[config.mk]
export PLATFORM = sky130hd
export DESIGN_NAME = lockstep_divergence_monitor
export DESIGN_NICKNAME = d
export VERILOG_FILES = /design/src/rtl/lockstep_divergence_monitor.sv
export SDC_FILE = /design/constraint.sdc
export NUM_CORES = 1
export LEC_CHECK = 0
export CAP_MARGIN = 20
export CELL_PAD_IN_SITES_DETAIL_PLACEMENT = 0
export CELL_PAD_IN_SITES_GLOBAL_PLACEMENT = 1
export CORE_ASPECT_RATIO = 0.7
export CORE_UTILIZATION = 39
export DETAILED_ROUTE_END_ITERATION = 10
export GPL_ROUTABILITY_DRIVEN = 0
export GPL_TIMING_DRIVEN = 0
export PLACE_DENSITY = 0.85
export SLEW_MARGIN = 10
export SYNTH_ARGS = -nofsm -noshare
export SYNTH_HDL_FRONTEND = slang
export SYNTH_SLANG_ARGS = --single-unit
[constraint.sdc]
create_clock -name clk -period 3.05 [get_ports clk]
set_clock_uncertainty 0.15 [all_clocks]
set_input_delay 0.4575 -clock clk [delete_from_list [all_inputs] [get_ports clk]]
set_output_delay 0.4575 -clock clk [all_outputs]
set_load 0.01 [all_outputs]
[src/rtl/lockstep_divergence_monitor.sv]
// Lockstep divergence monitor: compares a golden core's PC/Result against
// NUM_CH faulty cores every enabled cycle. It keeps sticky per-channel
// divergence flags and saturating mismatch statistics. Timestamped divergence
// records pass through one pending slot per channel into a show-ahead FIFO
// that a consumer drains with a valid/ready handshake.
//
// Ports:
//   clk, rst (async, active low)
//   en, clear, log_all, ch_mask       - compare control
//   pc_golden, result_golden          - golden core reference
//   pc_faulty, result_faulty          - packed faulty channels, ch i at [i*WIDTH +: WIDTH]
//   cycle_count, diverged, any_diverged, first_div_cycle, mismatch_count - statistics
//   rec_valid, rec_ready, rec_ch, rec_cycle, rec_kind - record stream (show-ahead)
//   overflow                          - sticky event-drop indicator
module lockstep_divergence_monitor #(
  parameter int unsigned WIDTH  = 32,
  parameter int unsigned NUM_CH = 4,
  parameter int unsigned CNT_W  = 16,
  parameter int unsigned DEPTH  = 8,
  localparam int unsigned CH_W  = (NUM_CH > 1) ? $clog2(NUM_CH) : 1
) (
  input  logic                      clk,
  input  logic                      rst,
  input  logic                      en,
  input  logic                      clear,
  input  logic                      log_all,
  input  logic [NUM_CH-1:0]         ch_mask,
  input  logic [WIDTH-1:0]          pc_golden,
  input  logic [WIDTH-1:0]          result_golden,
  input  logic [NUM_CH*WIDTH-1:0]   pc_faulty,
  input  logic [NUM_CH*WIDTH-1:0]   result_faulty,
  input  logic                      rec_ready,
  output logic [CNT_W-1:0]          cycle_count,
  output logic [NUM_CH-1:0]         diverged,
  output logic                      any_diverged,
  output logic [NUM_CH*CNT_W-1:0]   first_div_cycle,
  output logic [NUM_CH*CNT_W-1:0]   mismatch_count,
  output logic                      rec_valid,
  output logic [CH_W-1:0]           rec_ch,
  output logic [CNT_W-1:0]          rec_cycle,
  output logic [1:0]                rec_kind,
  output logic                      overflow
);

  localparam int unsigned PTR_W = (DEPTH > 1) ? $clog2(DEPTH) : 1;
  localparam int unsigned OCC_W = PTR_W + 1;
  localparam logic [CNT_W-1:0] CNT_MAX = '1;

  logic [NUM_CH-1:0] pend_valid;
  logic [CNT_W-1:0]  pend_cycle [NUM_CH];
  logic [1:0]        pend_kind  [NUM_CH];

  logic [CH_W-1:0]   mem_ch    [DEPTH];
  logic [CNT_W-1:0]  mem_cycle [DEPTH];
  logic [1:0]        mem_kind  [DEPTH];
  logic [PTR_W-1:0]  wr_ptr, rd_ptr;
  logic [OCC_W-1:0]  occ, occ_next_c;

  logic              sample_c, pop_c, push_c, full_c;
  logic [1:0]        kind_c [NUM_CH];
  logic [NUM_CH-1:0] event_c, queue_c, drain_c, load_c, drop_c;
  logic [CH_W-1:0]   sel_c;

  // Per-channel compare and record qualification
  always_comb begin
    sample_c = en && !clear;
    kind_c   = '{default: 2'b00};
    event_c  = '0;
    queue_c  = '0;
    for (int i = 0; i < NUM_CH; i++) begin
      kind_c[i]  = {result_faulty[i*WIDTH +: WIDTH] != result_golden,
                    pc_faulty[i*WIDTH +: WIDTH] != pc_golden};
      event_c[i] = sample_c && ch_mask[i] && (kind_c[i] != 2'b00);
      queue_c[i] = event_c[i] && (log_all || !diverged[i]);
    end
  end

  // Fixed-priority arbiter from pending slots into the FIFO
  always_comb begin
    pop_c  = rec_valid && rec_ready;
    full_c = (occ == OCC_W'(DEPTH));
    sel_c  = '0;
    for (int i = NUM_CH - 1; i >= 0; i--) begin
      if (pend_valid[i]) sel_c = CH_W'(i);
    end
    push_c  = (|pend_valid) && (!full_c || pop_c);
    drain_c = '0;
    load_c  = '0;
    drop_c  = '0;
    for (int i = 0; i < NUM_CH; i++) begin
      drain_c[i] = push_c && (sel_c == CH_W'(i));
      // A slot drained this edge can take the new event without loss
      load_c[i]  = queue_c[i] && (!pend_valid[i] || drain_c[i]);
      drop_c[i]  = queue_c[i] && pend_valid[i] && !drain_c[i];
    end
    occ_next_c = occ;
    case ({push_c, pop_c})
      2'b10:   occ_next_c = occ + OCC_W'(1);
      2'b01:   occ_next_c = occ - OCC_W'(1);
      default: occ_next_c = occ;
    endcase
  end

  // Statistics: cycle counter, sticky flags, per-channel counters
  always_ff @(posedge clk or negedge rst) begin
    if (!rst) begin
      cycle_count     <= '0;
      diverged        <= '0;
      any_diverged    <= 1'b0;
      first_div_cycle <= '0;
      mismatch_count  <= '0;
      overflow        <= 1'b0;
    end else if (clear) begin
      cycle_count     <= '0;
      diverged        <= '0;
      any_diverged    <= 1'b0;
      first_div_cycle <= '0;
      mismatch_count  <= '0;
      overflow        <= 1'b0;
    end else begin
      if (sample_c && cycle_count != CNT_MAX) cycle_count <= cycle_count + CNT_W'(1);
      for (int i = 0; i < NUM_CH; i++) begin
        if (event_c[i]) begin
          if (mismatch_count[i*CNT_W +: CNT_W] != CNT_MAX)
            mismatch_count[i*CNT_W +: CNT_W] <= mismatch_count[i*CNT_W +: CNT_W] + CNT_W'(1);
          if (!diverged[i]) begin
            diverged[i]                       <= 1'b1;
            first_div_cycle[i*CNT_W +: CNT_W] <= cycle_count;
          end
        end
      end
      if (|event_c) any_diverged <= 1'b1;
      if (|drop_c)  overflow     <= 1'b1;
    end
  end

  // Pending slots: one outstanding record per channel
  always_ff @(posedge clk or negedge rst) begin
    if (!rst) begin
      pend_valid <= '0;
      for (int i = 0; i < NUM_CH; i++) begin
        pend_cycle[i] <= '0;
        pend_kind[i]  <= '0;
      end
    end else if (clear) begin
      pend_valid <= '0;
      for (int i = 0; i < NUM_CH; i++) begin
        pend_cycle[i] <= '0;
        pend_kind[i]  <= '0;
      end
    end else begin
      for (int i = 0; i < NUM_CH; i++) begin
        if (load_c[i]) begin
          pend_valid[i] <= 1'b1;
          pend_cycle[i] <= cycle_count;
          pend_kind[i]  <= kind_c[i];
        end else if (drain_c[i]) begin
          pend_valid[i] <= 1'b0;
        end
      end
    end
  end

  // Record FIFO storage and pointers
  always_ff @(posedge clk or negedge rst) begin
    if (!rst) begin
      wr_ptr    <= '0;
      rd_ptr    <= '0;
      occ       <= '0;
      rec_valid <= 1'b0;
      for (int d = 0; d < DEPTH; d++) begin
        mem_ch[d]    <= '0;
        mem_cycle[d] <= '0;
        mem_kind[d]  <= '0;
      end
    end else if (clear) begin
      wr_ptr    <= '0;
      rd_ptr    <= '0;
      occ       <= '0;
      rec_valid <= 1'b0;
      for (int d = 0; d < DEPTH; d++) begin
        mem_ch[d]    <= '0;
        mem_cycle[d] <= '0;
        mem_kind[d]  <= '0;
      end
    end else begin
      if (push_c) begin
        mem_ch[wr_ptr]    <= sel_c;
        mem_cycle[wr_ptr] <= pend_cycle[sel_c];
        mem_kind[wr_ptr]  <= pend_kind[sel_c];
        wr_ptr            <= wr_ptr + PTR_W'(1);
      end
      if (pop_c) rd_ptr <= rd_ptr + PTR_W'(1);
      occ       <= occ_next_c;
      rec_valid <= (occ_next_c != '0);
    end
  end

  // Show-ahead head of the FIFO
  always_comb begin
    rec_ch    = mem_ch[rd_ptr];
    rec_cycle = mem_cycle[rd_ptr];
    rec_kind  = mem_kind[rd_ptr];
  end

endmodule

==> flow_summary.yaml <==
run_status:
  status: "finished with violations"
  violations: "negative setup slack"
synthesis:
  ys.flop_type: "dfrtp_1"
  synth-simple-area-share_pct: 13.4
  synth_top_area_share_pct: 47.8
  ys_seq_elements: 397
  avgSynthCellArea_um2: 10.7
  ys_warn_count: 0
  yosysUniqueCellTypes: 63
  synth_edf_count: 0
  synth_xor_area_share_pct: 11.9
  synth-compound-area-share_pct: 10.9
  async_reset_ff_share_pct: 100
  yosysSeqAreaShare_pct: 47.8
  syn_area_um2: 20800
  synth_mux_area_share_pct: 12.7
  synth_top_family_by_area: "simple AND/OR/NAND/NOR gates"
  synth_nets: 2288
  synth_fa_ha_area_share_pct: 0.602
  netlist_instances: 1948
  synthTopCellsByArea: "dfrtp_1 (48%), xor2_1 (8.6%), mux2_2 (4.5%)"
  yosysTopAreaCell: "dfrtp_1"
timing:
  postLayoutSetupSlackWorst_ns: -0.0134
  worst_pin_slew_ns: 1.07
  period_share_pct: 100
  slew-limit-headroom_pct: 28.6
  setup_viol: 6
  clock.fmax_mhz: 326
  period_needed_ns: 3.06
  hold_violations: 0
  finalMaxSlewViolations: 0
  fin_worst_hold_slack_ns: 0.328
placement:
  pre_cts_slack_ns: -2.02
  place_area_um2: 26700
  place_inst: 3135
  dp.final_hpwl_mm: 61.7
  portBuffers: 500
worst_setup_path:
  crit_path_cell_trace: "dlygate4sd2_1, xor2_1, nor4_4, nand4_1, o41ai_4, buf_4, nor2_2, a21oi_4, buf_12, clkbuf_16, mux2_2"
  end_kind: "flop"
  cp_data_required_time_ns: 3.35
  ff2ff_setup_slack_ns: 0.17
  crit_fanout: 5
  timing.rr.start: "cycle_count[0]"
  r2r_cells: 8
  startpoint_type: "input port"
  r2r-end: "cycle_count[6]"
  crit_start: "result_golden[23]"
  slowest_delay_ns: 0.49
  cpMaxStageDelayCell: "dlygate4sd2_1"
  crit_type: "input port to flop"
  crit_arrival_ns: 3.36
global_route:
  antenna_found_initial: 10
  grt_pass1_vias: 18700
  use_met3_pct: 8.70
  grt_max_degree: 117
  grt_overflow: 0
  use_met2_pct: 41.7
  busiest_layer: "met1"
  gr-usage-all-layers_pct: 29.7
  grt.met1_usage_pct: 45.2
  grt_pass1_wl_mm: 122
cells_and_area:
  final_area_um2: 29200
  final_core_util_pct: 55.8
  fin_cells: 3260
  fin_nets: 2876
  syn2layout_area_growth_pct: 40.6
  layout-drive-gt1-share_pct: 14.9
hold_path:
  hold_path_end: "mem_cycle[83]"
  hold_start: "mem_cycle[83]"
  hold_path.class: "flop to flop"
  holdPathStages: 2
die:
  die_x_um: 278
  dieHeight_um: 195
  die_area_um2: 54200
  core_area_um2: 52400
  num_io_pins: 501
  start_util_pct: 39.7
  row_count: 70
cts:
  cts_made_buffers: 41
  cts_buffer_depth: 3
  h-tree-depth: 2
  clkLatencyLatePin_ns: 0.56
  ctsRootBufferMaster: "clkbuf_16"
  clock-sinks: 397
  tritoncts: "built"
  path_clk_slew_ns: 0.07
route:
  drcViolationCount: 0
  drt-total-wl_mm: 81.1
  drt-pass1-iter-count: 5
  vias: 18700
  vias_per_cell: 5.75
  drt_iter0_markers: 1913
  drtAntennaViolNets: 0
  post_drt_wl_per_cell_um: 24.9
power_and_ir_drop:
  ir_drop_v: 0.000418
  leakagePower_nw: 12.8
  p_per_area_nw_per_um2: 453
run:
  drv_cap: 0
==> state kept, by name (all words and copies together) (netlist names) <==
register and cells:
mem_cycle 128, first_div_cycle 64, mismatch_count 64, pend_cycle 64
cycle_count 16, mem_ch 16, mem_kind 16, pend_kind 8
diverged 4, occ 4, pend_valid 4, rd_ptr 3
wr_ptr 3, any_diverged 1, overflow 1, rec_valid 1
==> critical path: cells and delay by family <==
family	cells	cell delay, ns
buf+inv	4	0.96
simple gates	3	0.71
compound gates	2	0.63
mux	1	0.33
xor+xnor	1	0.25
==> cells in the final DEF, fill, tap and decap left out, types with 12 or more instances in the layout <==
master and n:
mux2_1 12, and3_1 18, dlygate4sd2_1 55, clkbuf_16 44, nand2_1 182, o2bb2ai_1 40
inv_1 19, o22a_1 18, nand3_1 32, o21ai_0 154, dlymetal6s2s_1 19, buf_4 39
xor2_1 203, nor4_2 16, nor2_1 140, clkbuf_2 29, nor3_1 18, nor4_1 32
clkdlybuf4s50_1 410, nor2b_1 28, clkbuf_1 61, a31o_2 12, or3_1 18, mux2i_1 67
mux4_2 40, mux2_2 81, dfrtp_1 396, a21oi_1 59, nand4_1 49, xnor2_1 72
==> cell type report <==
class                      instances  area, um2
clock inverter                    17        196
inverter                          20       78.8
clock buffer                      59       1190
tap                              684        856
fill                            4458      23200
buffer                           106        631
antenna                            7       17.5
sequential                       397       9940
multi-input combinational       1421      10800
timing repair buffer             549       5530
==> layer usage <==
| metal | share of wire (%) | vias up | wire length [um] |
|---|---|---|---|
| met5 | 0.016 | - | 13 |
| met4 | 1.7 | 2 | 1360 |
| met3 | 11 | 110 | 8920 |
| met2 | 42 | 894 | 33800 |
| met1 | 46 | 9577 | 37000 |
| li1 | - | 8156 | - |
==> worst max-delay path by stage <==
stage | depth (start not counted) | end | slack [ns]
2_1_floorplan | 13 | rec_valid | 0.36
3_3_place_gp | 1 | first_div_cycle[17] | -15.60
3_5_place_dp | 7 | cycle_count[5] | -2.02
4_1_cts | 6 | rec_cycle[13] | -0.05
5_1_grt | 13 | first_div_cycle[14] | -0.006
6_report | 11 | first_div_cycle[45] | -0.01
==> where the power goes <==
group          leakage [nW]  internal [mW]  switching [mW]
combinational          6.61           1.17            1.37
clock                 0.690           3.01            2.21
sequential             5.52           5.37           0.125
total                  12.8           9.54            3.70
==> kinds of logic after synthesis <==
| kind of cell | after synthesis |
|---|---|
| adder cells (fa/ha/maj) | 10 |
| buffers and inverters | 130 |
| XOR/XNOR | 283 |
| multiplexers | 202 |
| flip-flops | 397 |
| AND/OR/NAND/NOR | 577 |
| AO/OA/AOI/OAI | 349 |
==> stage by stage <==
stage	TNS (ns)	power (mW)
2_1_floorplan	0	6.56
3_3_place_gp	-6612.28	7.77
3_5_place_dp	-476.53	7.82
4_1_cts	-0.0599	13.2
5_1_grt	-0.0146	13.7
6_report	-0.0408	13.2
==> cells in the mapped netlist, types with 19 or more instances <==
cell type,count
mux4_2,40
o2bb2ai_1,40
mux2_2,83
a21oi_1,59
nor4_1,58
nand2_1,183
o21ai_0,154
inv_1,19
xor2_1,203
nor2_1,140
nand4_1,49
nor2b_1,28
xnor2_1,80
mux2i_1,67
dfrtp_1,397
nand3_1,32
clkbuf_1,81
==> timing repair <==
action	4_1_cts	5_1_grt
resized for setup	198	92
setup buffers	28	13
hold buffers	1	0
endpoints found under the hold margin	84	0
gates cloned	2	2
setup endpoints to repair	393	281
pin swaps	27	28
Power figures use the tool's default switching activity.
